===== src/rtl/apb_vgachargen_ctrl_pkg.sv =====
// Shared constants and types for the VGA character generator APB front end:
// memory depths, region base addresses, region and FSM state encodings.
package vgachargen_pkg;

    localparam int MAP_DEPTH = 2400;
    localparam int CT_DEPTH  = 128;

    localparam logic [31:0] COL_BASE = 32'h0000_0000;
    localparam logic [31:0] CH_BASE  = 32'h0000_4000;
    localparam logic [31:0] CT_BASE  = 32'h0000_8000;

    typedef enum logic [1:0] {COL, CH, CT, NONE} region_e;

    typedef enum logic [1:0] {IDLE, WAIT, DONE} state_e;

endpackage


===== src/rtl/apb_vgachargen_ctrl_if.sv =====
// APB3 bus bundle between the CPU fabric and the character generator control block.
interface apb_vgachargen_ctrl_if #(
    parameter int ADDR_W = 16
);
    logic              psel_i;
    logic              penable_i;
    logic              pwrite_i;
    logic [ADDR_W-1:0] paddr_i;
    logic [31:0]       pwdata_i;
    logic [31:0]       prdata_o;
    logic              pready_o;
    logic              pslverr_o;

    modport master (
        output psel_i, penable_i, pwrite_i, paddr_i, pwdata_i,
        input  prdata_o, pready_o, pslverr_o
    );

    modport slave (
        input  psel_i, penable_i, pwrite_i, paddr_i, pwdata_i,
        output prdata_o, pready_o, pslverr_o
    );
endinterface


===== src/rtl/apb_vgachargen_ctrl_decode.sv =====
// Combinational APB byte address decode into memory region, entry index,
// glyph word lane and an out-of-range error flag.
module apb_vgachargen_decode
    import vgachargen_pkg::*;
#(
    parameter int  ADDR_W    = 16,
    parameter int  MAP_DEPTH = 2400,
    parameter int  CT_DEPTH  = 128,
    localparam int MAP_AW    = $clog2(MAP_DEPTH),
    localparam int CT_AW     = $clog2(CT_DEPTH)
) (
    input  logic [ADDR_W-1:0] paddr,
    output region_e           region,
    output logic [MAP_AW-1:0] map_idx,
    output logic [CT_AW-1:0]  ct_idx,
    output logic [1:0]        word,
    output logic              err
);
    logic [11:0] idx_full;
    logic        unused_addr;

    assign idx_full    = paddr[13:2];
    assign unused_addr = ^paddr[1:0];

    always_comb begin
        region  = NONE;
        err     = 1'b1;
        map_idx = idx_full[MAP_AW-1:0];
        ct_idx  = paddr[CT_AW+3:4];
        word    = paddr[3:2];
        // Map windows are 16 KiB apart; only the first MAP_DEPTH words are backed.
        if (paddr[ADDR_W-1:14] == COL_BASE[ADDR_W-1:14]) begin
            region = COL;
            err    = (int'(idx_full) >= MAP_DEPTH);
        end else if (paddr[ADDR_W-1:14] == CH_BASE[ADDR_W-1:14]) begin
            region = CH;
            err    = (int'(idx_full) >= MAP_DEPTH);
        end else if (paddr[ADDR_W-1:CT_AW+4] == CT_BASE[ADDR_W-1:CT_AW+4]) begin
            region = CT;
            err    = 1'b0;
        end
    end
endmodule


===== src/rtl/apb_vgachargen_ctrl.sv =====
// APB3 slave driving the colour map, character map and glyph table write/read ports.
// Memory address is loaded during the APB setup phase so synchronous read data is ready in WAIT.
module apb_vgachargen_ctrl
    import vgachargen_pkg::*;
#(
    parameter int  ADDR_W    = 16,
    parameter int  MAP_DEPTH = vgachargen_pkg::MAP_DEPTH,
    parameter int  CT_DEPTH  = vgachargen_pkg::CT_DEPTH,
    localparam int MAP_AW    = $clog2(MAP_DEPTH),
    localparam int CT_AW     = $clog2(CT_DEPTH)
) (
    input  logic                        clk_i,
    input  logic                        rst_ni,
    apb_vgachargen_ctrl_if.slave        apb,
    output logic [7:0]                  col_map_data_o,
    output logic [MAP_AW-1:0]           col_map_addr_o,
    output logic                        col_map_wen_o,
    input  logic [7:0]                  col_map_data_i,
    output logic [7:0]                  ch_map_data_o,
    output logic [MAP_AW-1:0]           ch_map_addr_o,
    output logic                        ch_map_wen_o,
    input  logic [7:0]                  ch_map_data_i,
    output logic [127:0]                ch_t_data_o,
    output logic [CT_AW-1:0]            ch_t_addr_o,
    output logic                        ch_t_wen_o,
    input  logic [127:0]                ch_t_data_i
);
    state_e            state_q, state_d;
    region_e           dec_region, rgn_q;
    logic [MAP_AW-1:0] dec_map_idx;
    logic [CT_AW-1:0]  dec_ct_idx;
    logic [1:0]        dec_word, word_q;
    logic              dec_err, wr_q, err_q;
    logic              access, setup_ld, map_wr, bad, start_wait, rd_cap, ct_wr;
    logic [127:0]      ct_merged;

    apb_vgachargen_decode #(
        .ADDR_W    (ADDR_W),
        .MAP_DEPTH (MAP_DEPTH),
        .CT_DEPTH  (CT_DEPTH)
    ) u_decode (
        .paddr   (apb.paddr_i),
        .region  (dec_region),
        .map_idx (dec_map_idx),
        .ct_idx  (dec_ct_idx),
        .word    (dec_word),
        .err     (dec_err)
    );

    assign access        = apb.psel_i & apb.penable_i;
    assign apb.pready_o  = (state_q == DONE);
    assign apb.pslverr_o = (state_q == DONE) & err_q;

    always_ff @(posedge clk_i or negedge rst_ni) begin
        if (!rst_ni) state_q <= IDLE;
        else         state_q <= state_d;
    end

    always_comb begin
        state_d    = state_q;
        setup_ld   = 1'b0;
        map_wr     = 1'b0;
        bad        = 1'b0;
        start_wait = 1'b0;
        rd_cap     = 1'b0;
        ct_wr      = 1'b0;
        case (state_q)
            IDLE: begin
                if (apb.psel_i && !apb.penable_i) begin
                    setup_ld = 1'b1;
                end else if (access) begin
                    if (dec_err) begin
                        bad     = 1'b1;
                        state_d = DONE;
                    end else if (apb.pwrite_i && dec_region != CT) begin
                        map_wr  = 1'b1;
                        state_d = DONE;
                    end else begin
                        start_wait = 1'b1;
                        state_d    = WAIT;
                    end
                end
            end
            WAIT: begin
                // A dropped penable abandons the transfer without touching memory.
                if (!access) begin
                    state_d = IDLE;
                end else begin
                    ct_wr   = wr_q;
                    rd_cap  = !wr_q;
                    state_d = DONE;
                end
            end
            DONE:    state_d = IDLE;
            default: state_d = IDLE;
        endcase
    end

    always_comb begin
        ct_merged = ch_t_data_i;
        ct_merged[{word_q, 5'd0} +: 32] = apb.pwdata_i;
    end

    always_ff @(posedge clk_i or negedge rst_ni) begin
        if (!rst_ni) begin
            col_map_data_o <= '0;
            col_map_addr_o <= '0;
            col_map_wen_o  <= 1'b0;
            ch_map_data_o  <= '0;
            ch_map_addr_o  <= '0;
            ch_map_wen_o   <= 1'b0;
            ch_t_data_o    <= '0;
            ch_t_addr_o    <= '0;
            ch_t_wen_o     <= 1'b0;
            apb.prdata_o   <= '0;
            rgn_q          <= NONE;
            word_q         <= '0;
            wr_q           <= 1'b0;
            err_q          <= 1'b0;
        end else begin
            col_map_wen_o <= 1'b0;
            ch_map_wen_o  <= 1'b0;
            ch_t_wen_o    <= 1'b0;
            if ((setup_ld || map_wr) && !dec_err) begin
                case (dec_region)
                    COL:     col_map_addr_o <= dec_map_idx;
                    CH:      ch_map_addr_o  <= dec_map_idx;
                    CT:      ch_t_addr_o    <= dec_ct_idx;
                    default: ;
                endcase
            end
            if (map_wr) begin
                if (dec_region == COL) begin
                    col_map_data_o <= apb.pwdata_i[7:0];
                    col_map_wen_o  <= 1'b1;
                end else begin
                    ch_map_data_o  <= apb.pwdata_i[7:0];
                    ch_map_wen_o   <= 1'b1;
                end
            end
            if (start_wait) begin
                rgn_q  <= dec_region;
                word_q <= dec_word;
                wr_q   <= apb.pwrite_i;
            end
            if (bad) begin
                err_q        <= 1'b1;
                apb.prdata_o <= '0;
            end else if (map_wr || start_wait) begin
                err_q <= 1'b0;
            end
            if (rd_cap) begin
                case (rgn_q)
                    COL:     apb.prdata_o <= {24'h0, col_map_data_i};
                    CH:      apb.prdata_o <= {24'h0, ch_map_data_i};
                    default: apb.prdata_o <= ch_t_data_i[{word_q, 5'd0} +: 32];
                endcase
            end
            if (ct_wr) begin
                ch_t_data_o <= ct_merged;
                ch_t_wen_o  <= 1'b1;
            end
        end
    end
endmodule


===== src/flat_wrapper.sv =====
// flat-port wrapper written by rule: the top's interface ports become plain ports
module apb_vgachargen_ctrl_flat import vgachargen_pkg::*;
#(
    parameter int  ADDR_W    = 16,
    parameter int  MAP_DEPTH = vgachargen_pkg::MAP_DEPTH,
    parameter int  CT_DEPTH  = vgachargen_pkg::CT_DEPTH,
    localparam int MAP_AW    = $clog2(MAP_DEPTH),
    localparam int CT_AW     = $clog2(CT_DEPTH)
)
  (clk_i, rst_ni, col_map_data_o, col_map_addr_o, col_map_wen_o, col_map_data_i, ch_map_data_o, ch_map_addr_o, ch_map_wen_o, ch_map_data_i, ch_t_data_o, ch_t_addr_o, ch_t_wen_o, ch_t_data_i, apb_psel_i, apb_penable_i, apb_pwrite_i, apb_paddr_i, apb_pwdata_i, apb_prdata_o, apb_pready_o, apb_pslverr_o);
  apb_vgachargen_ctrl_if #(.ADDR_W(ADDR_W)) apb_i ();
  input  logic clk_i;
  input  logic rst_ni;
  output logic [7:0] col_map_data_o;
  output logic [MAP_AW-1:0] col_map_addr_o;
  output logic col_map_wen_o;
  input  logic [7:0] col_map_data_i;
  output logic [7:0] ch_map_data_o;
  output logic [MAP_AW-1:0] ch_map_addr_o;
  output logic ch_map_wen_o;
  input  logic [7:0] ch_map_data_i;
  output logic [127:0] ch_t_data_o;
  output logic [CT_AW-1:0] ch_t_addr_o;
  output logic ch_t_wen_o;
  input  logic [127:0] ch_t_data_i;
  input wire logic [$bits(apb_i.psel_i)-1:0] apb_psel_i;
  input wire logic [$bits(apb_i.penable_i)-1:0] apb_penable_i;
  input wire logic [$bits(apb_i.pwrite_i)-1:0] apb_pwrite_i;
  input wire logic [$bits(apb_i.paddr_i)-1:0] apb_paddr_i;
  input wire logic [$bits(apb_i.pwdata_i)-1:0] apb_pwdata_i;
  output wire logic [$bits(apb_i.prdata_o)-1:0] apb_prdata_o;
  output wire logic [$bits(apb_i.pready_o)-1:0] apb_pready_o;
  output wire logic [$bits(apb_i.pslverr_o)-1:0] apb_pslverr_o;
  assign apb_i.psel_i = apb_psel_i;
  assign apb_i.penable_i = apb_penable_i;
  assign apb_i.pwrite_i = apb_pwrite_i;
  assign apb_i.paddr_i = apb_paddr_i;
  assign apb_i.pwdata_i = apb_pwdata_i;
  assign apb_prdata_o = apb_i.prdata_o;
  assign apb_pready_o = apb_i.pready_o;
  assign apb_pslverr_o = apb_i.pslverr_o;
  apb_vgachargen_ctrl #(.ADDR_W(ADDR_W), .MAP_DEPTH(MAP_DEPTH), .CT_DEPTH(CT_DEPTH)) u_core (.clk_i(clk_i), .rst_ni(rst_ni), .apb(apb_i), .col_map_data_o(col_map_data_o), .col_map_addr_o(col_map_addr_o), .col_map_wen_o(col_map_wen_o), .col_map_data_i(col_map_data_i), .ch_map_data_o(ch_map_data_o), .ch_map_addr_o(ch_map_addr_o), .ch_map_wen_o(ch_map_wen_o), .ch_map_data_i(ch_map_data_i), .ch_t_data_o(ch_t_data_o), .ch_t_addr_o(ch_t_addr_o), .ch_t_wen_o(ch_t_wen_o), .ch_t_data_i(ch_t_data_i));
endmodule

===== config.mk =====
export PLATFORM = sky130hd
export DESIGN_NAME = apb_vgachargen_ctrl_flat
export DESIGN_NICKNAME = d
export VERILOG_FILES = /design/src/rtl/apb_vgachargen_ctrl_pkg.sv /design/src/rtl/apb_vgachargen_ctrl_if.sv /design/src/rtl/apb_vgachargen_ctrl_decode.sv /design/src/rtl/apb_vgachargen_ctrl.sv /design/src/flat_wrapper.sv
export SDC_FILE = /design/constraint.sdc
export NUM_CORES = 1
export LEC_CHECK = 0
export ABC_AREA = 1
export CORE_UTILIZATION = 35
export CTS_CLUSTER_SIZE = 24
export DETAILED_ROUTE_END_ITERATION = 10
export PLACE_DENSITY_LB_ADDON = 0.25
export SYNTH_ARGS = -nofsm -noshare
export SYNTH_HDL_FRONTEND = slang
export SYNTH_SLANG_ARGS = --single-unit

===== constraint.sdc =====
create_clock -name clk_i -period 2.3 [get_ports clk_i]
set_input_delay 0.23 -clock clk_i [delete_from_list [all_inputs] [get_ports clk_i]]
set_output_delay 0.23 -clock clk_i [all_outputs]
set_load 0.01 [all_outputs]

==> results of run 1 <==
==> path summary, 6_finish.rpt <==
| path | end | slack (ns) | depth (start not counted) |
|---|---|---|---|
| worst min-delay path | u_core.apb.prdata_o[10] | 0.23 | 2 |
| worst min register to register | u_core.ch_map_addr_o[4] | 0.47 | 2 |
| worst max register to register | u_core.ch_t_data_o[22] | 0.21 | 8 |
| max in group asynchronous | u_core.ch_t_data_o[18] | 1.23 | 3 |
| worst max-delay path | apb_pslverr_o | 0.18 | 3 |
| min in group clk_i | u_core.col_map_addr_o[10] | 0.35 | 3 |
==> cells in the final DEF (no fill, tap or decap), types with 4 or more instances in the layout <==
cell | Yosys | layout
a21oi_1 | 57 | 57
buf_12 | 0 | 13
buf_4 | 0 | 46
clkbuf_16 | 0 | 27
clkbuf_8 | 0 | 8
clkdlybuf4s50_1 | 0 | 405
clkinv_2 | 0 | 5
dfrtp_1 | 216 | 215
diode_2 | 0 | 6
ha_2 | 0 | 4
inv_1 | 174 | 173
inv_2 | 2 | 4
mux2_1 | 4 | 4
mux2_2 | 92 | 92
nand2_1 | 276 | 275
nand2_2 | 3 | 4
nand3_1 | 81 | 79
nand3_2 | 5 | 7
nand4_1 | 53 | 53
nor2_1 | 20 | 20
nor2_2 | 4 | 4
o21ai_0 | 105 | 105
o22ai_1 | 136 | 136
==> power by group through the flow <==
stage | Combinational [µW] | Sequential (µW) | Clock (µW)
after floorplan | 1860 | 4730 | 0
after global placement | 4200 | 4590 | 0
after detailed placement | 4240 | 4600 | 0
after CTS | 4260 | 4540 | 4470
after global routing | 4600 | 4590 | 4600
final | 4300 | 4540 | 4380
==> state kept, by name, indices dropped and copies added, names as in the netlist <==
signal and cells:
u_core.err_q 1, u_core.ch_map_addr_o 12, u_core.ch_t_data_o 128, u_core.state_q 2, u_core.ch_t_addr_o 7, u_core.col_map_data_o 8, u_core.rgn_q 2, u_core.ch_map_data_o 8
u_core.apb.prdata_o 32, u_core.word_q 2, u_core.wr_q 1, u_core.ch_t_wen_o 1, u_core.col_map_addr_o 12, u_core.ch_map_wen_o 1, u_core.col_map_wen_o 1
==> kinds of logic (layout without fill, tap and decap cells) <==
logic type	count (synthesis)	after routing	synth area share
AO/OA/AOI/OAI	301	301	0.148
other	0	6	0
multiplexers	96	96	0.0941
buffers and inverters	281	693	0.105
AND/OR/NAND/NOR	446	446	0.173
flip-flops	218	218	0.475
adder cells (fa/ha/maj)	5	5	0.00545
==> area by class of cell <==
type	count	area, µm²	area share
Clock inverter	12	126	0.00737
Tap cell	435	544	0.0318
Antenna cell	6	15.0	0.000876
Timing Repair Buffer	466	4680	0.273
Inverter	178	668	0.0390
Clock buffer	37	793	0.0463
Multi-Input combinational cell	848	4840	0.283
Sequential cell	218	5460	0.319
==> per-stage QoR <==
step / setup WS, ns / hold slack (ns) / std cells / instance area [µm²]
finish: 0.175 / 0.229 / 2200 / 17100
global route: 0.0627 / 0.250 / 2197 / 17100
CTS: 0.151 / 0.250 / 2194 / 17100
detailed placement: 0.133 / 0.223 / 2144 / 16200
global placement: 0.222 / 0.220 / 2144 / 16200
floorplan: 0.00830 / -0.0656 / 1347 / 11500
==> worst reg2reg max path, delay by kind of cell (launching register included) <==
kind                       cells  cell delay (ns)
buffers and inverters          3             0.60
DFF                            1             0.49
adders and majority gates      1             0.36
AOI/OAI and AO/OA              1             0.30
and+or+nand+nor                3             0.27
==> routing by layer <==
layer,vias to the layer above,global-route usage,part of all wire
met1,5651,0.351,0.41
met2,569,0.446,0.48
met3,97,0.0608,0.085
li1,5346,-,-
met5,-,0,0.00028
met4,2,0.101,0.032
==> metrics.txt, run 1 <==
sequential share of power 0.344; Post-CTS Setup Bufs 0; Die Span Y 183 µm; initial antenna violation count 6; # nets final 1941; vias in the first global route 11600; # IOs 409; post-CTS sizing 0; Synth area leaders dfrtp_1 47%, mux2_2 9.0%, nand2_1 9.0%; Core Rows 65; synthesized cell area 11500 µm²; Mean Syn Cell Area 8.53 µm²; I/O Buffers 406; Starting Density 0.360; CP Launch Type register; Crit-path slowest cell clkdlybuf4s50_1; Comb pwr share 0.325; Synth Register Bits 218; Post-DRT Antenna Nets 0; CP max stage delay 0.62 ns; Skew-Pair Late Insertion Delay 0.54 ns; Worst Path Arrival 1.89 ns; share of layout cells above drive strength 1 0.131; CP Data Required Time 2.07 ns; Crit path buffers/inverters 2; iteration-0 DRC count of the detailed router 855; DRC 0; gr usage total 0.272; core area 31900 µm²; Peak Freq 471 MHz; Least-Margin Pin Slew 0.781 ns; DRT Wirelength 46600 µm; Net Sw Frac 0.334; Hold Crit Class primary input to asynchronous set/reset pin; minimum clock period 2.12 ns; Crit. Startpoint u_core.state_q[1]; slew margin rel. 0.479; most common flop cell mapped by yosys dfrtp_1; setup violators final 0; Clock transition at path regs 0.06 ns; cts bufs inserted 27; crit-path cells inv_1 -> nor3_1 -> clkdlybuf4s50_1; setup TNS 0 ns; CTS sink count 218; syn_nets 1549; TritonCTS clock tree yes; Syn. warnings 0; first-pass GRT wire length 69700 µm; H-tree depth 1; Die Area 33500 µm²; Detailed Place HPWL 33500 µm; cell with the most instances after synthesis nand2_1; crit path kind register to output port; proportion of netlist area held by the largest area contributor 0.471; Slew Viols, Final 0; crit-path max FO 3; ys async rst share 1.00; Yosys top cell by area dfrtp_1; RSZ-0062 raised after global routing false; cell family with the largest share of critical-path delay buffers and inverters; Via density 5.30; Cell variety after synth 29; reg2reg start u_core.word_q[0]; endpoints failing hold 0; overall power 13200 µW; routed vias 11700; synthesized instance count 1347; routability-driven placement congestion ratio 0.904; Fillers 2964; Seq/Total Area, Yosys 0.475; final period utilization 0.924; cts hold-fix bufs 1; status complete, no violations; CP endpoint kind output port; Clock power frac 0.331; top cells by count, synth 276 x nand2_1, 216 x dfrtp_1, 174 x inv_1, 136 x o22ai_1, 105 x o21ai_0; Net Switching 4410 µW; Max Clock Skew 0.00968 ns; Int Pwr 8810 µW; leakage 0.00823 µW; Power Dens Cells 771 nW/µm²; maximum VDD drop 452 µV; Die W 183 µm; number of flops mapped to enable cells by yosys 0; Area Growth Syn to Fin 49.2%; Detailed Routing Iterations Pass 1 6; CTS root buf clkbuf_16; largest net degree at the start of global routing 84; clock buffer depth 3; drt wl/cell 21.2 µm; Core Util, Final 0.538; total grt overflow 0; Max-Cap Viols 0
Power figures use the tool's default switching activity.
==> run 2, diff against run 1 <==
--- a/config.mk
+++ b/config.mk
@@ -6,7 +6,7 @@
 export NUM_CORES = 1
 export LEC_CHECK = 0
 export ABC_AREA = 1
-export CORE_UTILIZATION = 35
+export CORE_UTILIZATION = 40
 export CTS_CLUSTER_SIZE = 24
 export DETAILED_ROUTE_END_ITERATION = 10
 export PLACE_DENSITY_LB_ADDON = 0.25
==> constraint.sdc (replaced) <==
create_clock -name clk_i -period 2.5 [get_ports clk_i]
set_input_delay 0.25 -clock clk_i [delete_from_list [all_inputs] [get_ports clk_i]]
set_output_delay 0.25 -clock clk_i [all_outputs]
set_load 0.01 [all_outputs]
==> metrics.txt, run 2 (synthesis results as in run 1) <==
status complete, no violations; share of layout cells above drive strength 1 0.121; diodes inserted 0; CTS sink count 218; Worst Path Arrival 1.83 ns; gr usage total 0.292; DRC 0; clock buffer depth 3; Detailed Routing Iterations Pass 1 5; maximum VDD drop 456 µV; endpoints failing hold 0; core area 28000 µm²; Slew Viols, Final 0; # IOs 409; Peak Freq 480 MHz; cts bufs inserted 25; Place WS 0.286 ns; Clock transition at path regs 0.06 ns; overall power 11500 µW; Int Pwr 7600 µW; routed vias 11600; Comb pwr share 0.339; crit path kind register to output port; leakage 0.00809 µW; minimum clock period 2.08 ns; CTS root buf clkbuf_16; CP endpoint kind output port; Area Growth Syn to Fin 45.5%; Least-Margin Pin Slew 0.791 ns; final period utilization 0.834; initial antenna violation count 0; sequential share of power 0.365; first-pass GRT wire length 65300 µm; slew margin rel. 0.473; H-tree depth 1; r2r endpoint u_core.ch_t_data_o[72]; iteration-0 DRC count of the detailed router 1101; Max-Cap Viols 0; Biggest register u_core.ch_t_data_o; setup violators final 0; Clock power frac 0.296; Largest register FFs 128; most frequent cells in the layout 405 x clkdlybuf4s50_1, 275 x nand2_1, 215 x dfrtp_1; DRT Wirelength 43900 µm; CP Data Required Time 2.25 ns; TritonCTS clock tree yes; drt wl/cell 20.7 µm; Net Sw Frac 0.337; vias in the first global route 11300; RSZ-0062 raised after global routing false; Post-DRT Antenna Nets 0; Core Rows 61; Max Clock Skew 0.00614 ns; Die W 171 µm; Die Span Y 171 µm; I/O Buffers 406; Die Area 29400 µm²; largest net degree at the start of global routing 83; Starting Density 0.410; Largest regs u_core.ch_t_data_o (128), u_core.apb.prdata_o (32); Via density 5.46; Worst R2R Setup Slack 0.50 ns; Skew-Pair Late Insertion Delay 0.53 ns; commonest non-fill, non-tap cell in the layout clkdlybuf4s50_1; total grt overflow 0; CP Launch Type register; Power Dens Cells 686 nW/µm²; Hold Crit Class primary input to asynchronous set/reset pin; Fillers 2498; crit-path max FO 3; Area after DPL 16000 µm²; Detailed Place HPWL 31300 µm; routability-driven placement congestion ratio 0.902; Net Switching 3860 µW; Crit. Startpoint u_core.state_q[1]; Hold WS 0.234 ns; setup TNS 0 ns; # nets final 1933; post-CTS sizing 0; final setup margin 0.416 ns; final instance area 16700 µm²; R2R depth 7; reg2reg start u_core.word_q[0]
-- run 2: cell types whose count changed in the layout (fill, tap and decap cells not counted), sizes merged --
cell	before	now
buf	60	54
bufinv	2	0
clkbuf	37	35
clkinv	8	4
clkinvlp	2	0
diode	6	0
-- run 2: worst max path at each step --
stage | endpoint | slack, ns | cells after the start
3_3_place_gp | u_core.ch_t_data_o[81] | 0.32 | 7
3_5_place_dp | u_core.ch_t_data_o[81] | 0.29 | 7
6_report | apb_pslverr_o | 0.42 | 3
2_1_floorplan | u_core.ch_t_data_o[46] | 0.21 | 8
4_1_cts | apb_pslverr_o | 0.37 | 3
5_1_grt | apb_pslverr_o | 0.28 | 3
-- run 2: power by group through the flow --
stage          clock network [µW]  registers (µW)  logic (µW)
2_1_floorplan                   0            4350        1710
3_3_place_gp                    0            4220        3790
3_5_place_dp                    0            4230        3830
4_1_cts                      3450            4180        3850
5_1_grt                      3620            4220        4150
6_report                     3400            4180        3890
-- run 2: worst max-delay path: stages, from the launching register on --
cell	delay (ns)
dfrtp_1	0.44
inv_1	0.10
nor3_1	0.18
clkdlybuf4s50_1	0.58
-- run 2: area by class of cell --
type,count,area [µm²],share of cell area
Timing Repair Buffer,460,4530,0.271
Multi-Input combinational cell,848,4840,0.290
Sequential cell,218,5460,0.327
Clock buffer,35,713,0.0427
Clock inverter,4,23.8,0.00142
Inverter,178,668,0.0400
Tap cell,378,473,0.0283
-- run 2: layer usage --
metal | track usage | up-vias | routed length, µm
met5 | 0 | - | 0
met4 | 0.125 | 0 | 1800
met3 | 0.0594 | 122 | 3860
met2 | 0.481 | 632 | 20800
met1 | 0.373 | 5501 | 17500
li1 | - | 5318 | -
-- run 2: through the flow --
step / util / cells
after floorplan: - / 1347
after global routing: 0.597 / 2121
after CTS: 0.597 / 2121
after detailed placement: 0.570 / 2081
after global placement: 0.570 / 2081
final: 0.597 / 2121
-- run 2: repair_timing --
item	in CTS	in global routing
hold buffers	1	0
endpoints found under the hold margin	55	0
setup buffers	0	0
